### src/rtl/sevseg_pkg.sv
// Shared constants for the seven-segment scan controller: segment patterns,
// off-codes and the digit count.
package sevseg_pkg;

  localparam int NUM_DIGITS = 4;

  localparam logic [6:0] SEG_OFF = 7'h7F;
  localparam logic [3:0] AN_OFF  = 4'hF;

  // Active-low {g,f,e,d,c,b,a} patterns. Entry i is the glyph for nibble i.
  localparam logic [15:0][6:0] HEX_PAT = {
    7'h0E, 7'h06, 7'h21, 7'h46, 7'h03, 7'h08, 7'h10, 7'h00,
    7'h78, 7'h02, 7'h12, 7'h19, 7'h30, 7'h24, 7'h79, 7'h40
  };

  // One display image: what a frame shows.
  typedef struct packed {
    logic [15:0] value;
    logic [3:0]  blank;
    logic [3:0]  dp;
    logic [3:0]  blink;
  } disp_t;

  // Power-up image is fully blanked so nothing lights before the first load.
  localparam disp_t DISP_RST = '{value: 16'h0000, blank: 4'hF, dp: 4'h0, blink: 4'h0};

endpackage

### src/rtl/sevseg_scan_ctrl_hex7seg.sv
// Combinational hex nibble to active-low seven-segment decoder.
module hex7seg
  import sevseg_pkg::*;
(
  input  logic [3:0] nib,
  output logic [6:0] seg
);

  assign seg = HEX_PAT[nib];

endmodule

### src/rtl/sevseg_scan_ctrl.sv
// Four-digit common-anode scan controller with frame-synchronous double
// buffering, per-digit blanking, decimal points and blinking.
module sevseg_scan_ctrl
  import sevseg_pkg::*;
#(
  parameter int CLKS_PER_DIGIT = 100000,
  parameter int GUARD_CYCLES   = 16,
  parameter int BLINK_FRAMES   = 125
) (
  input  logic        clk,
  input  logic        rst,
  input  logic [15:0] value,
  input  logic [3:0]  blank,
  input  logic [3:0]  dp_in,
  input  logic [3:0]  blink_mask,
  input  logic        load,
  output logic        pending,
  output logic        frame_start,
  output logic [3:0]  an,
  output logic [6:0]  seg,
  output logic        dp
);

  localparam int SW = $clog2(CLKS_PER_DIGIT);
  localparam int FW = (BLINK_FRAMES > 1) ? $clog2(BLINK_FRAMES) : 1;
  localparam logic [SW-1:0] SLOT_LAST = SW'(CLKS_PER_DIGIT - 1);
  localparam logic [SW-1:0] GUARD_V   = SW'(GUARD_CYCLES);
  localparam logic [FW-1:0] FRM_LAST  = FW'(BLINK_FRAMES - 1);

  logic [SW-1:0] slot_cnt;
  logic [1:0]    digit_idx;
  logic [FW-1:0] frame_cnt;
  logic          blink_phase;
  logic          started;   // a boundary has passed since reset

  disp_t shad, act;

  logic       last_slot, boundary, guard, visible;
  logic [3:0] nib;
  logic [6:0] seg_pat;

  assign last_slot = (slot_cnt == SLOT_LAST);
  assign boundary  = last_slot && (digit_idx == 2'd3);
  assign guard     = (slot_cnt < GUARD_V);
  assign visible   = !act.blank[digit_idx] && !(act.blink[digit_idx] && blink_phase);
  assign nib       = act.value[{digit_idx, 2'b00} +: 4];

  hex7seg u_dec (
    .nib (nib),
    .seg (seg_pat)
  );

  // Slot/digit/frame counters and the blink phase.
  always_ff @(posedge clk) begin
    if (rst) begin
      slot_cnt    <= '0;
      digit_idx   <= '0;
      frame_cnt   <= '0;
      blink_phase <= 1'b0;
      started     <= 1'b0;
    end else begin
      slot_cnt <= last_slot ? '0 : slot_cnt + 1'b1;
      if (last_slot) digit_idx <= digit_idx + 2'd1;
      if (boundary) begin
        started <= 1'b1;
        if (frame_cnt == FRM_LAST) begin
          frame_cnt   <= '0;
          blink_phase <= ~blink_phase;
        end else begin
          frame_cnt <= frame_cnt + 1'b1;
        end
      end
    end
  end

  // Double buffer: load fills the shadow; a boundary promotes the pre-edge shadow.
  always_ff @(posedge clk) begin
    if (rst) begin
      shad    <= DISP_RST;
      act     <= DISP_RST;
      pending <= 1'b0;
    end else begin
      if (boundary && pending) act <= shad;
      if (load) begin
        shad    <= '{value: value, blank: blank, dp: dp_in, blink: blink_mask};
        pending <= 1'b1;
      end else if (boundary) begin
        pending <= 1'b0;
      end
    end
  end

  // Registered pin drivers, one clock behind the counter state.
  always_ff @(posedge clk) begin
    if (rst) begin
      an          <= AN_OFF;
      seg         <= SEG_OFF;
      dp          <= 1'b1;
      frame_start <= 1'b0;
    end else begin
      frame_start <= started && (slot_cnt == '0) && (digit_idx == 2'd0);
      if (!guard && visible) begin
        an  <= ~(4'b0001 << digit_idx);
        seg <= seg_pat;
        dp  <= ~act.dp[digit_idx];
      end else begin
        an  <= AN_OFF;
        seg <= SEG_OFF;
        dp  <= 1'b1;
      end
    end
  end

endmodule

### config.mk
export PLATFORM = sky130hd
export DESIGN_NAME = sevseg_scan_ctrl
export DESIGN_NICKNAME = d
export VERILOG_FILES = /design/src/rtl/sevseg_pkg.sv /design/src/rtl/sevseg_scan_ctrl_hex7seg.sv /design/src/rtl/sevseg_scan_ctrl.sv
export SDC_FILE = /design/constraint.sdc
export NUM_CORES = 1
export LEC_CHECK = 0
export CAP_MARGIN = 5
export CORE_ASPECT_RATIO = 0.75
export CORE_UTILIZATION = 51
export DETAILED_ROUTE_END_ITERATION = 6
export PLACE_DENSITY = 0.76
export SLEW_MARGIN = 20
export SYNTH_ARGS = -nofsm -noshare
export SYNTH_HDL_FRONTEND = slang
export SYNTH_SLANG_ARGS = --single-unit
### constraint.sdc
create_clock -name clk -period 1.8 [get_ports clk]
set_input_delay 0.27 -clock clk [delete_from_list [all_inputs] [get_ports clk]]
set_output_delay 0.27 -clock clk [all_outputs]
set_load 0.02 [all_outputs]
# Word level (Yosys, flattened, before mapping)
# Memories as Yosys holds them, arrays and structs flattened. A register that Yosys moved wholly into a read port is not among the register bits.
# Index checks and enable logic that the tools add are counted.
# word_totals
regBits,91
latch_bits,0
ram_bits,0
rom_bits,112
inputBits,31
output_inout_bits,14
n_memories,1
# op_classes
addsub,3
n_mul,0
div_mod_pow,0
magnitude_cmp,2
n_eq_ne,3
n_shift,2
n_mux,9
bitwise_logic,4
n_reduce_logical,16
# mem_list
memory,depth,width,rd,rd_clocked_by_memory_dff,write_ports,line,rtl
(name not given),16,7,1,1,0,sevseg_scan_ctrl_hex7seg.sv:9,assign seg = HEX_PAT[nib];
# op_table
cell,n
$add 17x1->17 const B,1
$eq 17x17->1 const B,1
$logic_not 17->1,1
$lt 17x5->1 const B,1
$shiftx 16x5->4,1
$add 7x1->7 const B,1
$eq 7x7->1 const B,1
$logic_and 1x1->1,7
$mux 7,1
$bmux 1 s2,3
$mux 1,5
$not 4->4,1
$reduce_or 2->1,2
$shl 1x2->4 const A,1
$logic_not 1->1,3
$lt 2x3->1 const B,1
$not 1->1,3
$add 2x1->2 const B,1
$eq 2x2->1 const B,1
$logic_not 2->1,1
$reduce_and 2->1,1
$reduce_bool 2->1,1

# Logic depth before layout (Yosys ltp)
# Gate-level depths: netlist of run 1.
# logic_depth
ltp_word,8
mapped_depth,7

# Hierarchy
# A second synthesis of run 1 with hierarchy kept.
# unflattened
cells_unflattened,471
area_unflattened_um2,4519.3
# by_module_without_submodules
module,n_inst,cells_each,area_each_um2
sevseg_scan_ctrl,1,439,4244.1
hex7seg,1,32,275.3

# Least setup slack after synthesis of run 1
# OpenSTA, ideal clock, no wires.
# synth_timing
path_kind,register -> register
start,reg digit_idx[1]
end,reg seg[4]
setup_ns,0.130
arrival_time_ns,1.798
setup_slack_ns,-0.128
path_stages_with_launch,7
period_less_slack_ns,1.928
cell_sequence,dfxtp_1 > buf_2 > mux4_2 > ha_1 > mux2_2 > o21ai_0 > nand2_1
# synth_via
elab_chain_cells,8
elab_cells_between_ends,12
cone_classes,shift (1); mux (4); bitwise (1); reduce/logical (6)
# synth_rtl
element,line,rtl
start: declaration,sevseg_scan_ctrl.sv:31,logic [1:0] digit_idx;
start signal: assignment,sevseg_scan_ctrl.sv:63,if (last_slot) digit_idx <= digit_idx + 2'd1;
$bmux 1 s2,sevseg_scan_ctrl.sv:45,assign visible = !act.blank[digit_idx] && !(act.blink[digit_idx] && blink_phase);
$mux 1 (implied by the code),sevseg_scan_ctrl.sv:45,
$logic_and 1x1->1,sevseg_scan_ctrl.sv:45,
$logic_not 1->1,sevseg_scan_ctrl.sv:45,
$logic_and 1x1->1,sevseg_scan_ctrl.sv:45,
$logic_and 1x1->1,sevseg_scan_ctrl.sv:102,if (!guard && visible) begin
$not 1->1 (no source line),n/a,
$reduce_or 2->1 (no source line),n/a,
end: declaration,sevseg_scan_ctrl.sv:20,"output logic [6:0] seg,"
# Parallel ways exist; a longest one is shown, timed or not. The select of a mux whose other input is x is not followed.
# A chain may end at the register's enable or synchronous reset.

# Worst setup path in the final report of run 1
# layout_timing
start,reg slot_cnt[14]
end,reg blink_phase
# layout_via
elab_chain_cells,3
# layout_rtl
element,line,rtl
start: declaration,sevseg_scan_ctrl.sv:30,logic [SW-1:0] slot_cnt;
start signal: assignment,sevseg_scan_ctrl.sv:62,slot_cnt <= last_slot ? '0 : slot_cnt + 1'b1;
$eq 17x17->1,sevseg_scan_ctrl.sv:42,assign last_slot = (slot_cnt == SLOT_LAST);
$logic_and 1x1->1,sevseg_scan_ctrl.sv:43,assign boundary = last_slot && (digit_idx == 2'd3);
$reduce_and 2->1 (no source line),n/a,
end signal: assignment,sevseg_scan_ctrl.sv:68,blink_phase <= ~blink_phase;
end: declaration,sevseg_scan_ctrl.sv:33,logic blink_phase;
# No other way between the ends.

==> metrics.txt, run 1 <==
Worst-Margin Slew=0.620 ns; Fin Hold WS=0.372 ns; synth warn=0; I/O pin cnt=45; H-tree levels=3; sequential share of the synthesized area=0.445; initial core utilization=0.542; failing checks=negative setup slack; largest net degree at the start of global routing=60; DRC=0; Core ar.=0.00813 mm^2; fin cells=654; Die ar.=0.00902 mm^2; clk sink count=98; Seq cells post-synth=98; leakage power=2.12 nW; Layout area overhead=31.4%; clk slew on worst S/H paths=0.07 ns; most common cell after layout, fill and taps aside=dfxtp_1; RSZ-0062 raised after global routing=yes; Mapped Area=0.00441 mm^2; pre-CTS setup slack=-0.127 ns; count of final setup violators=2; worst reg2reg setup slack=-0.03 ns; port bufs=44; total power=4.40 mW; Final Util=0.713; first-pass GRT wire length=17.8 mm; min cycle time layout=1.83 ns; global-route usage over all layers=0.256; clock latency on the worst-skew pair=0.35 ns; Via density=5.93; Setup crit end kind=flip-flop; CTS Buf Count=9; Post-Layout Inst Area=0.00579 mm^2; register area=0.00197 mm^2; Final Hold Fails=0; Die Ht=82.5 um; Netlist cell types=40; share of cells above drive strength 1=0.215; antenna viol nets, final=0; PnR worst setup slack=-0.0259 ns; routed len/inst=16.7 um; most frequent cells in the layout=dfxtp_1, nor2_1, clkdlybuf4s50_1; Tcrit/Tclk final=1.01; Max-Cap Viols=0; Critical Path AT=2.11 ns; Peak VDD IR=0.774 mV; Multi-input gate area=0.00242 mm^2; Fillers=613; total wire length=10.9 mm; clk root buf=clkbuf_16; DP Area=0.00524 mm^2; clock tree from TritonCTS=yes; first-iteration detailed-routing DRC count=215; Longest Clk Path Bufs=2; Layout Skew=0.00631 ns; status=complete, but fails checks; via count=3,880; Worst Path Max Fanout=3; headroom to the max-slew limit=0.587; vias in the first global route=3,690; row count=28; fin. max-slew vios=0; Post-Synthesis Cells=480; setup TNS=-0.0303 ns; Startpoint Class=flip-flop; antenna cell count=0; FMAX=548 MHz; worst endpoint required time=2.08 ns; RD Place Congestion=0.841; post-placement cell count=633; post-synth net total=525; hold crit path type=input port to flip-flop; Power Density=760 mW/mm^2; antenna violations before repair=0; Congestion Overflow GR=0; Post-DP HPWL=7.30 mm; CP Class=flip-flop to flip-flop; drt pass-1 iters=5; Nets=589; die width=109 um; Syn Area/Cell=9.18 um^2
[synthesized netlist by cell type]
cell type	number	area, um^2
or4_4	1	11.3
nand2_1	27	101
o21ai_2	1	8.76
or3_1	6	37.5
nor3_1	6	30.0
a22oi_1	1	7.51
inv_1	17	63.8
nand4b_1	1	8.76
and4_1	2	17.5
nor4_2	2	25.0
clkbuf_1	33	124
nor2_1	45	169
mux4_2	8	180
a311oi_1	4	35.0
nand3_1	21	105
buf_2	3	15.0
nor3b_1	2	15.0
and3_1	4	25.0
o21ai_0	15	75.1
o221a_2	1	11.3
o211ai_1	3	22.5
or2_2	1	6.26
ha_1	14	175
dfxtp_1	98	1960
a31oi_1	4	25.0
nor2b_1	1	6.26
o21a_1	1	7.51
or3_4	1	11.3
nand4_1	34	213
a21oi_1	36	180
or4_1	3	22.5
nand2b_1	1	6.26
o31ai_1	30	225
nor4_1	2	12.5
mux2i_1	28	280
and2_1	6	37.5
mux2_2	1	11.3
xor2_1	6	52.6
o21bai_1	2	15.0
xnor2_1	8	70.1
[registers in the layout, summed over array words and instances (netlist names), 2 cells and up]
| signal | count |
|---|---|
| act | 28 |
| an | 4 |
| digit_idx | 2 |
| frame_cnt | 7 |
| seg | 7 |
| shad | 28 |
| slot_cnt | 17 |
[cell families (layout without fill, tap and decap cells)]
kind of cell / Yosys count / in the layout / synth area share
adders and majority gates: 14 / 14 / 0.0397
DFF: 98 / 98 / 0.445
muxes: 37 / 37 / 0.107
and+or+nand+nor: 166 / 166 / 0.195
xor gates and xnor gates: 14 / 14 / 0.0278
buffers and inverters: 53 / 122 / 0.0460
AOI/OAI and AO/OA: 98 / 98 / 0.139
[final cells by class]
cell class | count | area share
multi-input cells | 329 | 0.418
flip-flops and latches | 98 | 0.340
repair buffers | 89 | 0.155
clock buffers | 10 | 0.0413
well taps | 105 | 0.0227
clock inverters | 6 | 0.0114
inverters | 17 | 0.0110
[report_power, final]
| group | switching, mW | internal (mW) | leakage (nW) | total [mW] |
|---|---|---|---|---|
| Clock | 0.816 | 1.11 | 0.141 | 1.93 |
| Combinational | 0.0996 | 0.131 | 1.18 | 0.230 |
| Sequential | 0.0298 | 2.21 | 0.799 | 2.24 |
| Total | 0.945 | 3.46 | 2.12 | 4.40 |
[worst max-delay path, cell delays in order (launching register included)]
cell,delay [ns]
dfxtp_1,0.31
or3_4,0.39
or4_4,0.52
or4_4,0.42
a21oi_2,0.11
[per-layer routing]
layer / share of wire / vias to the layer above / track usage
met2: 0.47 / 123 / 0.418
met1: 0.47 / 1871 / 0.348
li1: - / 1872 / -
met5: 0 / - / 0
met3: 0.050 / 14 / 0.0526
met4: 0.011 / 0 / 0.0667
[final timing paths]
check	startpoint	depth (start not counted)	endpoint
max	slot_cnt[14]	4	blink_phase
min reg2reg	act[24]	2	act[24]
min	rst	3	shad[8]
max reg2reg	slot_cnt[14]	4	blink_phase
[repair_timing]
item                       4_1_cts  5_1_grt
gates resized for setup         13       37
setup buffers                    2        2
hold buffers                     0        0
setup endpoints to repair       60       62
cloned                           0        1
pin swaps                        2        9
(Power assumes the default switching activity.)
==> run 2, diff against run 1 <==
--- a/config.mk
+++ b/config.mk
@@ -8,6 +8,7 @@
 export CAP_MARGIN = 5
 export CORE_ASPECT_RATIO = 0.75
 export CORE_UTILIZATION = 51
+export CTS_BUF_LIST = sky130_fd_sc_hd__clkbuf_16
 export DETAILED_ROUTE_END_ITERATION = 6
 export PLACE_DENSITY = 0.76
 export SLEW_MARGIN = 20
==> metrics.txt, run 2 (synthesis gave the netlist of run 1 again) <==
CP Depth=5; CP Launch Point=slot_cnt[14]; Die ar.=0.00902 mm^2; Layout Skew=0.00908 ns; clock latency on the worst-skew pair=0.35 ns; Congestion Overflow GR=0; first-pass GRT wire length=17.7 mm; die width=109 um; RSZ-0062 raised after global routing=yes; clk sink count=98; H-tree levels=3; row count=28; Die Ht=82.5 um; Critical Path AT=2.09 ns; setup TNS=-1.89 ns; Startpoint Class=flip-flop; initial core utilization=0.542; clock tree from TritonCTS=yes; Hold Startpoint=rst; Worst Hold Path Cells=3; FMAX=526 MHz; routed len/inst=18.9 um; clk slew on worst S/H paths=0.07 ns; failing checks=negative setup slack; fin cells=653; PnR worst setup slack=-0.103 ns; RR Startpoint=slot_cnt[14]; fin. max-slew vios=0; largest registers=act (28), shad (28), slot_cnt (17); Worst Path Max Fanout=8; Worst-Margin Slew=0.625 ns; Nets=588; first-iteration detailed-routing DRC count=241; Post-DP HPWL=7.30 mm; post-placement cell count=633; antenna viol nets, final=0; Tcrit/Tclk final=1.06; share of cells above drive strength 1=0.239; most used cell, CP=or3_4; Fillers=570; status=complete, but fails checks; headroom to the max-slew limit=0.584; via count=4,013; total power=4.39 mW; RD Place Congestion=0.841; clk root buf=clkbuf_16; port bufs=44; register area=0.00197 mm^2; Power Density=735 mW/mm^2; Layout area overhead=35.4%; hold crit path type=input port to flip-flop; Core ar.=0.00813 mm^2; worst endpoint required time=1.99 ns; Final Hold Fails=0; largest net degree at the start of global routing=60; worst reg2reg setup slack=-0.10 ns; I/O pin cnt=45; worst setup path endpoint=act[10]; most common cell after layout, fill and taps aside=dfxtp_1; cts hold-fix bufs=0; worst path cell trace=or3_4 -> or3_4 -> clkbuf_16 -> o31ai_4 -> nand3_1; CP Class=flip-flop to flip-flop; most frequent cells in the layout=dfxtp_1, nor2_1, clkdlybuf4s50_1; Fin Hold WS=0.406 ns; Crit path max-delay family=simple AND/OR/NAND/NOR gates; Longest Clk Path Bufs=2; global-route usage over all layers=0.254; total wire length=12.3 mm; worst r2r path cells=5; Slowest-stage cell, CP=or3_4; Multi-input gate area=0.00260 mm^2; DRC=0; reg2reg end=act[10]; antenna cell count=0; min cycle time layout=1.90 ns; vias in the first global route=3,669; leakage power=2.13 nW; CTS Buf Count=9; Peak VDD IR=0.772 mV; Buf+Inv Stages, Crit Path=1; Setup crit end kind=flip-flop; drt pass-1 iters=5; antenna violations before repair=0; Max-Cap Viols=0; CP peak stage delay=0.46 ns; count of final setup violators=42; Via density=6.15
run 2: timing repair:
action | in CTS | in global routing
gates cloned | 0 | 1
gates resized for setup | 9 | 74
setup endpoints to repair | 60 | 61
endpoints found under the hold margin | 0 | 0
buffers inserted | 1 | 2
pin swaps | 2 | 13
run 2: layer usage:
| layer | track usage | routed length (um) | up-vias |
|---|---|---|---|
| met3 | 0.0526 | 625 | 24 |
| li1 | - | - | 1877 |
| met4 | 0.0667 | 250 | 0 |
| met2 | 0.414 | 6040 | 139 |
| met1 | 0.344 | 5430 | 1973 |
| met5 | 0 | 0 | - |
run 2: tightest hold or removal path, cell delays in order:
cell and delay (ns):
buf_2 0.08, inv_1 0.24, nand2_1 0.12
run 2: through the flow:
stage               worst slack, ns   util  cell area [um^2]
global route                 -0.147  0.734              5970
CTS                         -0.0227  0.685              5570
finish                       -0.103  0.734              5970
floorplan                   -0.0368      -              4430
global placement            -0.0453  0.644              5240
detailed placement           -0.127  0.644              5240
run 2: final cells by class:
class,instances,share of cell area
flip-flops and latches,98,0.331
clock inverters,7,0.0117
clock buffers,9,0.0377
inverters,17,0.0111
well taps,105,0.0220
multi-input cells,329,0.436
repair buffers,88,0.151
run 2: report_power, final:
part           switching [mW]  internal, mW
registers              0.0320          2.21
clock network           0.849          1.07
logic                   0.101         0.123
total                   0.982          3.41
run 2: how the worst min path moves through the flow:
stage,slack [ns],to
after floorplan,0.40,shad[10]
after global placement,0.45,act[2]
after detailed placement,0.46,act[24]
after CTS,0.35,shad[8]
after global routing,0.44,shad[10]
final,0.41,shad[8]
